`config.mk`:
```
export PLATFORM = sky130hd
export DESIGN_NAME = prog_loader_flat
export DESIGN_NICKNAME = d
export VERILOG_FILES = /design/src/rtl/prog_loader_if.sv /design/src/rtl/prog_loader.sv /design/src/flat_wrapper.sv
export SDC_FILE = /design/constraint.sdc
export NUM_CORES = 1
export LEC_CHECK = 0
export CAP_MARGIN = 20
export CORE_ASPECT_RATIO = 1.75
export CORE_MARGIN = 2
export CORE_UTILIZATION = 54
export DETAILED_ROUTE_END_ITERATION = 6
export PLACE_DENSITY_LB_ADDON = 0.15
export REMOVE_ABC_BUFFERS = 1
export SETUP_SLACK_MARGIN = 0.1
export SYNTH_ARGS = -nofsm -noshare
export SYNTH_HDL_FRONTEND = slang
export SYNTH_SLANG_ARGS = --single-unit
```
`constraint.sdc`:
```
create_clock -name clk -period 4.8 [get_ports clk]
set_input_delay 0.96 -clock clk [delete_from_list [all_inputs] [get_ports clk]]
set_output_delay 0.96 -clock clk [all_outputs]
set_load 0.05 [all_outputs]
```
`src/rtl/prog_loader_if.sv`:
```
// rtl/prog_loader_if.sv - op stream and instruction-memory write bus of the program loader
interface prog_loader_if #(
    parameter int AW = 5
);
    logic          op_valid;
    logic [2:0]    op;
    logic [AW-1:0] operand;
    logic          op_last;
    logic          op_ready;
    logic          imem_we;
    logic [AW-1:0] imem_addr;
    logic [7:0]    imem_wdata;

    modport master (
        output op_valid, op, operand, op_last,
        input  op_ready, imem_we, imem_addr, imem_wdata
    );
    modport slave (
        input  op_valid, op, operand, op_last,
        output op_ready, imem_we, imem_addr, imem_wdata
    );
endinterface

```
`src/rtl/prog_loader.sv`:
```
// rtl/prog_loader.sv - encodes (op, operand) pairs into imem words and holds the CPU in reset while loading
// Optional FILL_NOP_EN: overwrite unused words after the program with NOP before release.
module prog_loader #(
    parameter int AW        = 5,
    parameter int RUN_DELAY = 2
) (
    input  logic         clk,
    input  logic         reset,
    input  logic         start,
    prog_loader_if.slave bus,
    output logic         cpu_reset,
    output logic         busy,
    output logic         done,
    output logic         err
);
    localparam logic [AW-1:0] LAST_ADDR = '1;
    localparam int            CW        = $clog2(RUN_DELAY + 1);

    typedef enum logic [2:0] {
        S_IDLE,
        S_LOAD,
`ifdef FILL_NOP_EN
        S_FILL,
`endif
        S_RUN,
        S_DONE,
        S_ERR
    } state_t;

    state_t        state, state_n;
    logic [AW-1:0] ptr, ptr_n;
    logic [CW-1:0] cnt, cnt_n;
    logic          ready_q, ready_n;
    logic          we_q, we_n;
    logic [AW-1:0] addr_q, addr_n;
    logic [7:0]    wdata_q, wdata_n;
    logic          cpu_reset_n, busy_n, done_n, err_n;
    logic          xfer, illegal;

    function automatic logic [7:0] encode(input logic [2:0] o, input logic [AW-1:0] v);
        logic [4:0] a;
        a = 5'(v);
        case (o)
            3'd1:    encode = {4'b0001, v[3:0]};
            3'd2:    encode = {4'b0010, v[3:0]};
            3'd3:    encode = {3'b100, a};
            3'd4:    encode = {3'b101, a};
            3'd5:    encode = {3'b110, a};
            3'd6:    encode = {3'b111, a};
            default: encode = 8'h00;
        endcase
    endfunction

    assign xfer    = bus.op_valid & ready_q;
    // Immediates only carry 4 bits; anything above them is a host error
    assign illegal = (bus.op == 3'd7) ||
                     (((bus.op == 3'd1) || (bus.op == 3'd2)) && ((bus.operand >> 4) != '0));

    assign bus.op_ready   = ready_q;
    assign bus.imem_we    = we_q;
    assign bus.imem_addr  = addr_q;
    assign bus.imem_wdata = wdata_q;

    always_ff @(posedge clk) begin
        if (reset) begin
            state     <= S_IDLE;
            ptr       <= '0;
            cnt       <= '0;
            ready_q   <= 1'b0;
            we_q      <= 1'b0;
            addr_q    <= '0;
            wdata_q   <= 8'h00;
            cpu_reset <= 1'b1;
            busy      <= 1'b0;
            done      <= 1'b0;
            err       <= 1'b0;
        end else begin
            state     <= state_n;
            ptr       <= ptr_n;
            cnt       <= cnt_n;
            ready_q   <= ready_n;
            we_q      <= we_n;
            addr_q    <= addr_n;
            wdata_q   <= wdata_n;
            cpu_reset <= cpu_reset_n;
            busy      <= busy_n;
            done      <= done_n;
            err       <= err_n;
        end
    end

    always_comb begin
        state_n     = state;
        ptr_n       = ptr;
        cnt_n       = cnt;
        ready_n     = ready_q;
        we_n        = 1'b0;
        addr_n      = addr_q;
        wdata_n     = wdata_q;
        cpu_reset_n = cpu_reset;
        busy_n      = busy;
        done_n      = done;
        err_n       = err;
        case (state)
            S_IDLE, S_DONE, S_ERR: begin
                if (start) begin
                    state_n     = S_LOAD;
                    ptr_n       = '0;
                    ready_n     = 1'b1;
                    cpu_reset_n = 1'b1;
                    busy_n      = 1'b1;
                    done_n      = 1'b0;
                    err_n       = 1'b0;
                end
            end
            S_LOAD: begin
                if (xfer) begin
                    if (illegal) begin
                        state_n = S_ERR;
                        ready_n = 1'b0;
                        err_n   = 1'b1;
                        busy_n  = 1'b0;
                    end else begin
                        we_n    = 1'b1;
                        addr_n  = ptr;
                        wdata_n = encode(bus.op, bus.operand);
                        // Pointer saturates at the top word; a full memory is an implicit last
                        if (ptr != LAST_ADDR) ptr_n = ptr + 1'b1;
                        if (bus.op_last || (ptr == LAST_ADDR)) begin
                            ready_n = 1'b0;
                            cnt_n   = '0;
`ifdef FILL_NOP_EN
                            state_n = (ptr != LAST_ADDR) ? S_FILL : S_RUN;
`else
                            state_n = S_RUN;
`endif
                        end
                    end
                end
            end
`ifdef FILL_NOP_EN
            S_FILL: begin
                we_n    = 1'b1;
                addr_n  = ptr;
                wdata_n = 8'h00;
                if (ptr == LAST_ADDR) begin
                    state_n = S_RUN;
                    cnt_n   = '0;
                end else begin
                    ptr_n = ptr + 1'b1;
                end
            end
`endif
            S_RUN: begin
                // The final-write cycle plus RUN_DELAY further cycles keep the CPU held
                if (cnt == CW'(RUN_DELAY)) begin
                    state_n     = S_DONE;
                    cpu_reset_n = 1'b0;
                    done_n      = 1'b1;
                    busy_n      = 1'b0;
                end else begin
                    cnt_n = cnt + 1'b1;
                end
            end
            default: state_n = S_IDLE;
        endcase
    end
endmodule

```
`src/flat_wrapper.sv`:
```
// flat-port wrapper written by rule: the top's interface ports become plain ports
module prog_loader_flat 
#(
    parameter int AW        = 5,
    parameter int RUN_DELAY = 2
)
  (clk, reset, start, cpu_reset, busy, done, err, bus_op_valid, bus_op, bus_operand, bus_op_last, bus_op_ready, bus_imem_we, bus_imem_addr, bus_imem_wdata);
  prog_loader_if #(.AW(AW)) bus_i ();
  input  logic clk;
  input  logic reset;
  input  logic start;
  output logic cpu_reset;
  output logic busy;
  output logic done;
  output logic err;
  input wire logic [$bits(bus_i.op_valid)-1:0] bus_op_valid;
  input wire logic [$bits(bus_i.op)-1:0] bus_op;
  input wire logic [$bits(bus_i.operand)-1:0] bus_operand;
  input wire logic [$bits(bus_i.op_last)-1:0] bus_op_last;
  output wire logic [$bits(bus_i.op_ready)-1:0] bus_op_ready;
  output wire logic [$bits(bus_i.imem_we)-1:0] bus_imem_we;
  output wire logic [$bits(bus_i.imem_addr)-1:0] bus_imem_addr;
  output wire logic [$bits(bus_i.imem_wdata)-1:0] bus_imem_wdata;
  assign bus_i.op_valid = bus_op_valid;
  assign bus_i.op = bus_op;
  assign bus_i.operand = bus_operand;
  assign bus_i.op_last = bus_op_last;
  assign bus_op_ready = bus_i.op_ready;
  assign bus_imem_we = bus_i.imem_we;
  assign bus_imem_addr = bus_i.imem_addr;
  assign bus_imem_wdata = bus_i.imem_wdata;
  prog_loader #(.AW(AW), .RUN_DELAY(RUN_DELAY)) u_core (.clk(clk), .reset(reset), .start(start), .bus(bus_i), .cpu_reset(cpu_reset), .busy(busy), .done(done), .err(err));
endmodule
```
# Word level (Yosys, flattened, before mapping)
# Cells that the tools add are included.
dict set report totals {
  wordCells 93
  n_memories 0
  reg_bits 29
  latchBits 0
  rom_bits 0
  input_bits 13
  mem_bits_rw 0
}
dict set report op_classes {
  n_div 0
  n_reduce_logical 19
  bitwise 4
  magnitude_cmp 0
  n_mul 0
  eq_ne 23
  n_mux 34
  n_addsub 2
  shift 0
}
# cell count
set ops {}
lappend ops {{$pmux 8 s6} 1}
lappend ops {{$mux 5} 4}
lappend ops {{$eq 3x3->1 const B} 5}
lappend ops {{$mux 3} 5}
lappend ops {{$reduce_and 5->1} 3}
lappend ops {{$eq 3x2->1 const B} 4}
lappend ops {{$mux 1} 12}
lappend ops {{$reduce_and 4->1} 3}
lappend ops {{$ne 2x1->1 const B} 5}
lappend ops {{$pmux 5 s2} 1}
lappend ops {{$pmux 3 s3} 1}
lappend ops {{$mux 2} 4}
lappend ops {{$pmux 1 s2} 4}
lappend ops {{$eq 3x1->1 const B} 2}
lappend ops {{$ne 2x2->1 const B} 3}
lappend ops {{$reduce_and 3->1} 2}
lappend ops {{$reduce_bool 2->1} 3}
lappend ops {{$reduce_or 3->1} 2}
lappend ops {{$add 5x1->5 const B} 1}
lappend ops {{$eq 5x5->1 const B} 1}
lappend ops {{$ne 5x5->1 const B} 1}
lappend ops {{$pmux 2 s2} 1}
lappend ops {{$logic_not 3->1} 1}
lappend ops {{$logic_or 1x1->1} 3}
lappend ops {{other kinds (8)} 10}

# Logic depth before layout (Yosys ltp)
# Gate-level depths: netlist of run 1.
dict set report depth {
  word_depth 7
  ltp_mapped 7
}

# Worst setup path after synthesis of run 1
# OpenSTA, ideal clock, no wires.
dict set report synth_path {
  path_type {input to register}
  start {input port bus_op[2]}
  end {register u_core.wdata_q[4], in the netlist u_core.bus.imem_wdata[4]}
  required_ns 4.730
  n_path_buf 2
  path_slack_ns 2.579
  t_arrival_ns 2.151
  cell_stages 6
  cell_sequence {buf_6 -> and3_4 -> buf_6 -> a21o_4 -> or4_1 -> a21oi_1}
}
dict set report synth_via {
  elab_chain_len 6
}
# item line_no
set synth_rtl {}
lappend synth_rtl {{start: declaration} flat_wrapper.sv:17} ;# input wire logic [$bits(bus_i.op)-1:0] bus_op;
lappend synth_rtl {{$eq 3x1->1 or $eq 3x2->1 (tied branches)} {prog_loader.sv:43, prog_loader.sv:57}}
lappend synth_rtl {{$logic_or 1x1->1} prog_loader.sv:57} ;# (((bus.op == 3'd1) || (bus.op == 3'd2)) && ((bus.operand >> 4) != '0));
lappend synth_rtl {{$logic_and 1x1->1} prog_loader.sv:57}
lappend synth_rtl {{$logic_or 1x1->1} prog_loader.sv:56} ;# assign illegal = (bus.op == 3'd7) ||
lappend synth_rtl {{$not 1->1 (no line)} n/a}
lappend synth_rtl {{$reduce_and 3->1 (no line)} n/a}
lappend synth_rtl {{end signal: assignment} prog_loader.sv:84} ;# wdata_q <= wdata_n;
lappend synth_rtl {{end: declaration} prog_loader.sv:36} ;# logic [7:0] wdata_q, wdata_n;
# Several ways; a longest one is shown, not always the timed one.
# A chain may end at the register's enable or synchronous reset.

# Worst setup path after layout of run 1
dict set report layout_path {
  start {input port bus_op_valid}
  end {register u_core.wdata_q[4], in the netlist u_core.bus.imem_wdata[4]}
}
dict set report layout_via {
  elab_chain_len 2
}
# item line_no
set layout_rtl {}
lappend layout_rtl {{start: declaration} flat_wrapper.sv:16} ;# input wire logic [$bits(bus_i.op_valid)-1:0] bus_op_valid;
lappend layout_rtl {{$and 1x1->1} prog_loader.sv:54} ;# assign xfer = bus.op_valid & ready_q;
lappend layout_rtl {{$reduce_and 3->1 (no line)} n/a}
# Every way passes these cells.

==> results of run 1 <==
-- registers in the layout (all words and copies together), names as in the netlist --
signal / flops
u_core.bus.imem_wdata: 8
u_core.bus.imem_addr: 5
u_core.ptr: 5
u_core.state: 3
u_core.cnt: 2
u_core.bus.imem_we: 1
u_core.bus.op_ready: 1
u_core.busy: 1
u_core.cpu_reset: 1
u_core.done: 1
u_core.err: 1
-- cells in the mapped netlist, types with 2 or more instances --
cell / number / area share, %
sky130_fd_sc_hd__ha_1: 3 / 2.4
sky130_fd_sc_hd__nor4b_1: 3 / 1.7
sky130_fd_sc_hd__a221oi_1: 3 / 1.7
sky130_fd_sc_hd__nor2_1: 9 / 2.2
sky130_fd_sc_hd__nand3_1: 6 / 1.9
sky130_fd_sc_hd__clkbuf_8: 2 / 1.8
sky130_fd_sc_hd__and2_1: 3 / 1.2
sky130_fd_sc_hd__xor2_1: 2 / 1.1
sky130_fd_sc_hd__a21oi_1: 20 / 6.5
sky130_fd_sc_hd__nor3_1: 5 / 1.6
sky130_fd_sc_hd__clkbuf_1: 3 / 0.73
sky130_fd_sc_hd__inv_1: 5 / 1.2
sky130_fd_sc_hd__nor3b_1: 2 / 0.97
sky130_fd_sc_hd__o211ai_1: 2 / 0.97
sky130_fd_sc_hd__nand4_1: 5 / 2.0
sky130_fd_sc_hd__nor2b_1: 2 / 0.81
sky130_fd_sc_hd__buf_6: 2 / 1.5
sky130_fd_sc_hd__a31oi_1: 2 / 0.81
sky130_fd_sc_hd__buf_2: 4 / 1.3
sky130_fd_sc_hd__dfxtp_1: 29 / 37
sky130_fd_sc_hd__o21ai_0: 18 / 5.8
sky130_fd_sc_hd__a311oi_1: 4 / 2.3
sky130_fd_sc_hd__or4_1: 3 / 1.5
sky130_fd_sc_hd__and3_1: 2 / 0.81
sky130_fd_sc_hd__nand2_1: 8 / 1.9
sky130_fd_sc_hd__a32oi_1: 2 / 1.1
sky130_fd_sc_hd__nand4b_1: 2 / 1.1
sky130_fd_sc_hd__a211oi_1: 5 / 2.4
-- worst max path at each step --
stage,slack [ps],to,depth (start not counted)
floorplan,2640,u_core.bus.imem_wdata[4]$_SDFFE_PP0P_,4
global placement,1920,u_core.bus.imem_wdata[4]$_SDFFE_PP0P_,5
detailed placement,1870,u_core.bus.imem_wdata[4]$_SDFFE_PP0P_,5
CTS,2150,u_core.bus.imem_wdata[4]$_SDFFE_PP0P_,5
global route,2040,u_core.bus.imem_wdata[4]$_SDFFE_PP0P_,5
finish,2140,u_core.bus.imem_wdata[4]$_SDFFE_PP0P_,5
-- worst max-delay path: cells and delay by family --
kind | cells | cell delay, ps
and+or+nand+nor | 3 | 1270
buffers and inverters | 1 | 500
AOI/OAI and AO/OA | 1 | 150
-- metrics by stage --
step | setup WS (ps) | area, um2 | utilization (%)
final | 2140 | 1880 | 69.2
after global routing | 2040 | 1880 | 69.2
after CTS | 2150 | 1880 | 69.2
after detailed placement | 1870 | 1800 | 66.2
after global placement | 1920 | 1800 | 66.2
after floorplan | 2640 | 1450 | -
-- routing by layer --
metal	GRT usage (%)	wire (um)	vias to the layer above
li1	-	-	734
met1	28.6	1510	741
met2	44.1	2150	46
met3	5.76	174	6
met4	12.1	60	0
met5	0	0	-
-- cells by family after synthesis --
group / count (synthesis)
AOI/OAI and AO/OA: 67
and+or+nand+nor: 60
DFF: 29
buffers and inverters: 18
adders and majority gates: 3
xor gates and xnor gates: 2
-- power breakdown --
group          internal (uW)  switching, uW
sequential               249           13.6
combinational           44.0           70.2
clock                    100           95.1
total                    394            179
-- cell type report --
class,count,area share [%]
clock buffer,6,3.85
clock inverter,2,0.532
inverter,5,0.997
multi-input combinational,132,45.1
sequential,29,30.8
tap,27,1.79
timing repair buffer,32,16.9
==> flow_metrics.env, run 1 <==
export IMPL_route_detailed_vias_per_inst=6.55
export IMPL_run_status="complete, no violations"
export IMPL_clock_insertion_delay_worst_skew_ps=280
export IMPL_compound_cell_area_share_of_the_yosys_netlist_pct=28.3
export IMPL_clock_skew_ps=3.62
export IMPL_crit_path_start="bus_op_valid"
export IMPL_worst_r2r_path_depth=7
export IMPL_die_area_mm2=0.00333
export IMPL_synth_top_family_by_area="compound AO/OA/AOI/OAI gates"
export IMPL_port_buffers=31
export IMPL_clk_pin_slew_ps=60
export IMPL_layout_drive_gt1_share_pct=9.22
export IMPL_crit_chain="clkdlybuf4s50_1 > and3b_2 > nand2_1 > or4_1 > a21oi_1"
export IMPL_fin_tns_setup_ps=0
export IMPL_achievable_frequency_mhz=376
export IMPL_hold_path_startpoint="u_core.bus.imem_addr[0]$_SDFFE_PP0P_"
export IMPL_cts_root_buffer_cell="sky130_fd_sc_hd__clkbuf_8"
export IMPL_rsz_0062_raised_after_global_routing="false"
export IMPL_num_fill_cells=245
export IMPL_detail_route_wl_per_cell_um=16.7
export IMPL_globalRoute_totalOverflow=0
export IMPL_synth_warning_count=0
export IMPL_first_pass_grt_wire_length_um=6200
export IMPL_worst_hold_path_num_cells=2
export IMPL_core_rowCount=25
export IMPL_hold_path_end="u_core.bus.imem_addr[0]$_SDFFE_PP0P_"
export IMPL_slew_headroom_pct=52.0
export IMPL_cts_htree_levels=2
export IMPL_fp_coreArea_mm2=0.00272
export IMPL_pwr_density_cell_mw_per_mm2=304
export IMPL_r2r_setup_slack_ps=2580
export IMPL_min_period_over_period_pct=55.4
export IMPL_netlist_cell_types=51
export IMPL_clock_tree_buffer_depth=2
export IMPL_stdcell_count=233
export IMPL_synth_xor_xnor_area_share_pct=1.13
export IMPL_arrival_ps=2870
export IMPL_dp_cells=225
export IMPL_drv_cap=0
export IMPL_antenna_found_initial=0
export IMPL_chipHeight_um=74.9
export IMPL_crit_path_max_fanout=22
export IMPL_clock_sinks=29
export IMPL_worst_path_max_delay_cell="sky130_fd_sc_hd__or4_1"
export IMPL_setup_viols_final=0
export IMPL_final_max_slew_viol_count=0
export IMPL_multiInputGateArea_um2=850
export IMPL_via_count=1527
export IMPL_io_pins=32
export IMPL_max_vdd_ir_drop_uv=270
export IMPL_syn_avg_cell_area_um2=8.65
export IMPL_crit_path_max_incr_delay_ps=650
export IMPL_synth_async_sr_flop_share_pct=0
export IMPL_grt_max_degree=29
export IMPL_detail_route_drc_violations=0
export IMPL_grt_pass1_vias=1331
export IMPL_layout_overhead_on_the_synthesized_area_pct=21.6
export IMPL_regArea_um2=581
export IMPL_number_of_clock_buffers_inserted_by_tritoncts=5
export IMPL_synth_edff_count=0
export IMPL_leakage_power_of_the_design_uw=0.000646
export IMPL_synth_cell_area_mm2=0.00155
export IMPL_synth_seq_area_share_pct=37.5
export IMPL_synth_simple_gate_area_share_pct=23.0
export IMPL_dp_hpwl_um=2760
export IMPL_worst_slew_pin_transition_ps=720
export IMPL_cell_count_after_synthesis=179
export IMPL_dr_first_iter_drc_count=54
export IMPL_cts_resized=0
export IMPL_drt_pre_antenna_iters=4
export IMPL_antenna_violating_nets_remaining=0
export IMPL_worst_endpoint_required_ps=5010
export IMPL_layout_commonest_cell="sky130_fd_sc_hd__clkdlybuf4s50_1"
export IMPL_final_wirelength_um=3890
export IMPL_ys_flop_type="sky130_fd_sc_hd__dfxtp_1"
export IMPL_globalRouteTotalUtil_pct=25.4
export IMPL_synth_adder_area_share_pct=2.42
export IMPL_finalWeightedCongestion=0.936
export IMPL_post_cts_setup_buffer_count=0
export IMPL_worst_r2r_endpoint="u_core.cnt[1]$_SDFFE_PP0P_"
export IMPL_tightest_hold_margin_ps=476
export IMPL_finalPower_uw=573
export IMPL_antenna_cells_inserted=0
export IMPL_share_of_synthesized_area_spent_on_multiplexers_pct=0
export IMPL_cts_hold_buffers=0
export IMPL_ys_seq_elements=29
export IMPL_timing_final_crit_period_ps=2660
export IMPL_setup_worst_path_start_class="primary input"
export IMPL_setup_worst_path_end_class="flip-flop"
export IMPL_worst_hold_check_path_type="reg2reg"
export IMPL_tritoncts="yes"
export IMPL_count_of_final_hold_check_violations=0
export IMPL_worst_r2r_startpoint="u_core.ptr[0]$_SDFFE_PP0P_"
export IMPL_mostFrequentLayoutCells="sky130_fd_sc_hd__clkdlybuf4s50_1, sky130_fd_sc_hd__dfxtp_1, sky130_fd_sc_hd__a21oi_1, sky130_fd_sc_hd__o21ai_0, sky130_fd_sc_hd__nor2_1"
export IMPL_critical_path_start_end_classification="in2reg"
export IMPL_floorplan_initialDensity_pct=56.9
export IMPL_final_net_count=221
export IMPL_die_w_um=44.5
No activity file was read; power rests on OpenSTA's default activity.
==> run 2: changes to the inputs <==
--- a/config.mk
+++ b/config.mk
@@ -8,7 +8,7 @@
 export CAP_MARGIN = 20
 export CORE_ASPECT_RATIO = 1.75
 export CORE_MARGIN = 2
-export CORE_UTILIZATION = 54
+export CORE_UTILIZATION = 45
 export DETAILED_ROUTE_END_ITERATION = 6
 export PLACE_DENSITY_LB_ADDON = 0.15
 export REMOVE_ABC_BUFFERS = 1
==> constraint.sdc (replaced) <==
create_clock -name clk -period 2.3 [get_ports clk]
set_input_delay 0.46 -clock clk [delete_from_list [all_inputs] [get_ports clk]]
set_output_delay 0.46 -clock clk [all_outputs]
set_load 0.05 [all_outputs]
==> flow_metrics.env, run 2 (synthesis gave the netlist of run 1 again) <==
export IMPL_final_cell_area_mm2=0.00204
export IMPL_dp_cells=252
export IMPL_placed_cell_area_mm2=0.00189
export IMPL_detail_route_drc_violations=0
export IMPL_floorplan_initialDensity_pct=46.5
export IMPL_globalRouteTotalUtil_pct=22.3
export IMPL_finish_utilization_pct=61.2
export IMPL_route_detailed_vias_per_inst=5.90
export IMPL_die_area_mm2=0.00395
export IMPL_worst_hold_check_path_type="reg2reg"
export IMPL_antenna_violating_nets_remaining=0
export IMPL_setup_worst_path_start_class="primary input"
export IMPL_detail_route_wl_per_cell_um=15.7
export IMPL_max_vdd_ir_drop_uv=517
export IMPL_finalPower_uw=1450
export IMPL_grt_pass1_vias=1539
export IMPL_fin_tns_setup_ps=0
export IMPL_dp_hpwl_um=3000
export IMPL_num_fill_cells=302
export IMPL_cts_htree_levels=2
export IMPL_drt_pre_antenna_iters=4
export IMPL_globalRoute_totalOverflow=0
export IMPL_first_pass_grt_wire_length_um=6830
export IMPL_layout_commonest_cell="sky130_fd_sc_hd__clkdlybuf4s50_1"
export IMPL_mostFrequentLayoutCells="sky130_fd_sc_hd__clkdlybuf4s50_1, sky130_fd_sc_hd__dfxtp_1, sky130_fd_sc_hd__a21oi_1, sky130_fd_sc_hd__o21ai_0, sky130_fd_sc_hd__buf_4"
export IMPL_worst_path_max_delay_cell="sky130_fd_sc_hd__clkdlybuf4s50_1"
export IMPL_rsz_0062_raised_after_global_routing="false"
export IMPL_leakage_power_of_the_design_uw=0.000718
export IMPL_arrival_ps=2140
export IMPL_dr_first_iter_drc_count=36
export IMPL_worst_endpoint_required_ps=2430
export IMPL_chipHeight_um=81.6
export IMPL_finalWeightedCongestion=0.910
export IMPL_crit_chain="clkdlybuf4s50_1 > and2b_4 > a21o_4 > buf_4 > a2111oi_0"
export IMPL_final_max_slew_viol_count=0
export IMPL_slew_headroom_pct=52.7
export IMPL_drv_cap=0
export IMPL_final_wirelength_um=4070
export IMPL_pwr_density_cell_mw_per_mm2=710
export IMPL_via_count=1533
export IMPL_cts_root_buffer_cell="sky130_fd_sc_hd__clkbuf_8"
export IMPL_worst_slew_pin_transition_ps=706
export IMPL_crit_family="compound AO/OA/AOI/OAI gates"
export IMPL_antenna_cells_inserted=0
export IMPL_tritoncts="yes"
export IMPL_io_pins=32
export IMPL_core_rowCount=28
export IMPL_count_of_final_hold_check_violations=0
export IMPL_port_buffers=31
export IMPL_max_reg_flops=8
export IMPL_layout_overhead_on_the_synthesized_area_pct=31.6
export IMPL_min_period_over_period_pct=87.5
export IMPL_final_net_count=230
export IMPL_layout_drive_gt1_share_pct=14.0
export IMPL_die_w_um=48.4
export IMPL_number_of_clock_buffers_inserted_by_tritoncts=5
export IMPL_clock_tree_buffer_depth=2
export IMPL_path_buf_inv=2
export IMPL_crit_path_max_fanout=10
export IMPL_timing_final_crit_period_ps=2010
export IMPL_setup_worst_path_end_class="flip-flop"
export IMPL_crit_path_max_incr_delay_ps=530
export IMPL_achievable_frequency_mhz=497
export IMPL_stdcell_count=260
export IMPL_run_status="complete, no violations"
export IMPL_clock_insertion_delay_worst_skew_ps=280
export IMPL_clk_pin_slew_ps=70
export IMPL_post_cts_setup_buffer_count=0
export IMPL_setup_viols_final=0
export IMPL_antenna_found_initial=0
export IMPL_fp_coreArea_mm2=0.00333
export IMPL_critical_path_start_end_classification="in2reg"
export IMPL_grt_max_degree=18
export IMPL_clock_sinks=29
export IMPL_clock_skew_ps=2.71
==> run 2: cell types whose count changed in the layout (fill, tap and decap cells not counted) <==
cell / change
sky130_fd_sc_hd__buf_4: +9
sky130_fd_sc_hd__bufinv_16: +2
sky130_fd_sc_hd__a21oi_2: -1
sky130_fd_sc_hd__a21oi_4: +1
sky130_fd_sc_hd__a221oi_1: -1
sky130_fd_sc_hd__a221oi_2: +1
sky130_fd_sc_hd__clkbuf_1: -1
sky130_fd_sc_hd__clkinv_2: -1
==> run 2: routing by layer <==
layer / routed length [um] / vias to the layer above / global-route usage [%]
met1: 1590 / 735 / 22.4
met4: 126 / 0 / 13.4
met5: 0 / - / 0
met2: 2200 / 34 / 42.5
met3: 153 / 10 / 4.18
li1: - / 754 / -
==> run 2: final cells by class <==
type / count / area (um2) / share of cell area, %
Multi-Input combinational cell: 132 / 863 / 42.4
Sequential cell: 29 / 581 / 28.5
Timing Repair Buffer: 41 / 385 / 18.9
Clock buffer: 5 / 68.8 / 3.38
Clock inverter: 3 / 65.1 / 3.19
Tap cell: 45 / 56.3 / 2.76
Inverter: 5 / 18.8 / 0.921
==> run 2: path summary, 6_finish.rpt <==
kind	start	endpoint	slack, ps	cells after the start
hold / removal	u_core.bus.imem_wdata[6]$_SDFFE_PP0P_	u_core.bus.imem_wdata[6]$_SDFFE_PP0P_	480	2
setup / recovery	bus_op[2]	u_core.busy$_SDFFE_PP0P_	290	5
hold reg to reg	u_core.bus.imem_wdata[6]$_SDFFE_PP0P_	u_core.bus.imem_wdata[6]$_SDFFE_PP0P_	480	2
setup reg to reg	u_core.ptr[0]$_SDFFE_PP0P_	u_core.cnt[1]$_SDFFE_PP0P_	310	7
==> run 2: timing repair <==
| action | CTS | global route |
|---|---|---|
| endpoints found under the setup margin | 0 | 3 |
| hold endpoints to repair | 0 | 0 |
| hold buffers | 0 | 0 |
| resized for setup | 0 | 2 |
==> run 2: power breakdown <==
part / switching (uW) / internal, uW
Clock: 211 / 430
Combinational: 153 / 105
Sequential: 27.8 / 520
==> run 2: stage by stage <==
step | worst slack [ps] | hold slack (ps)
after floorplan | 339 | 442
after global placement | 99.6 | 460
after detailed placement | -48.2 | 467
after CTS | 215 | 478
after global routing | 124 | 504
final | 288 | 478
==> run 2: worst reg2reg max path, delay by kind of cell, from the launching register on <==
kind / cells / cell delay [ps]
flip-flops: 1 / 400
AO/OA/AOI/OAI: 3 / 730
adder cells (fa/ha/maj): 2 / 480
AND/OR/NAND/NOR: 2 / 280
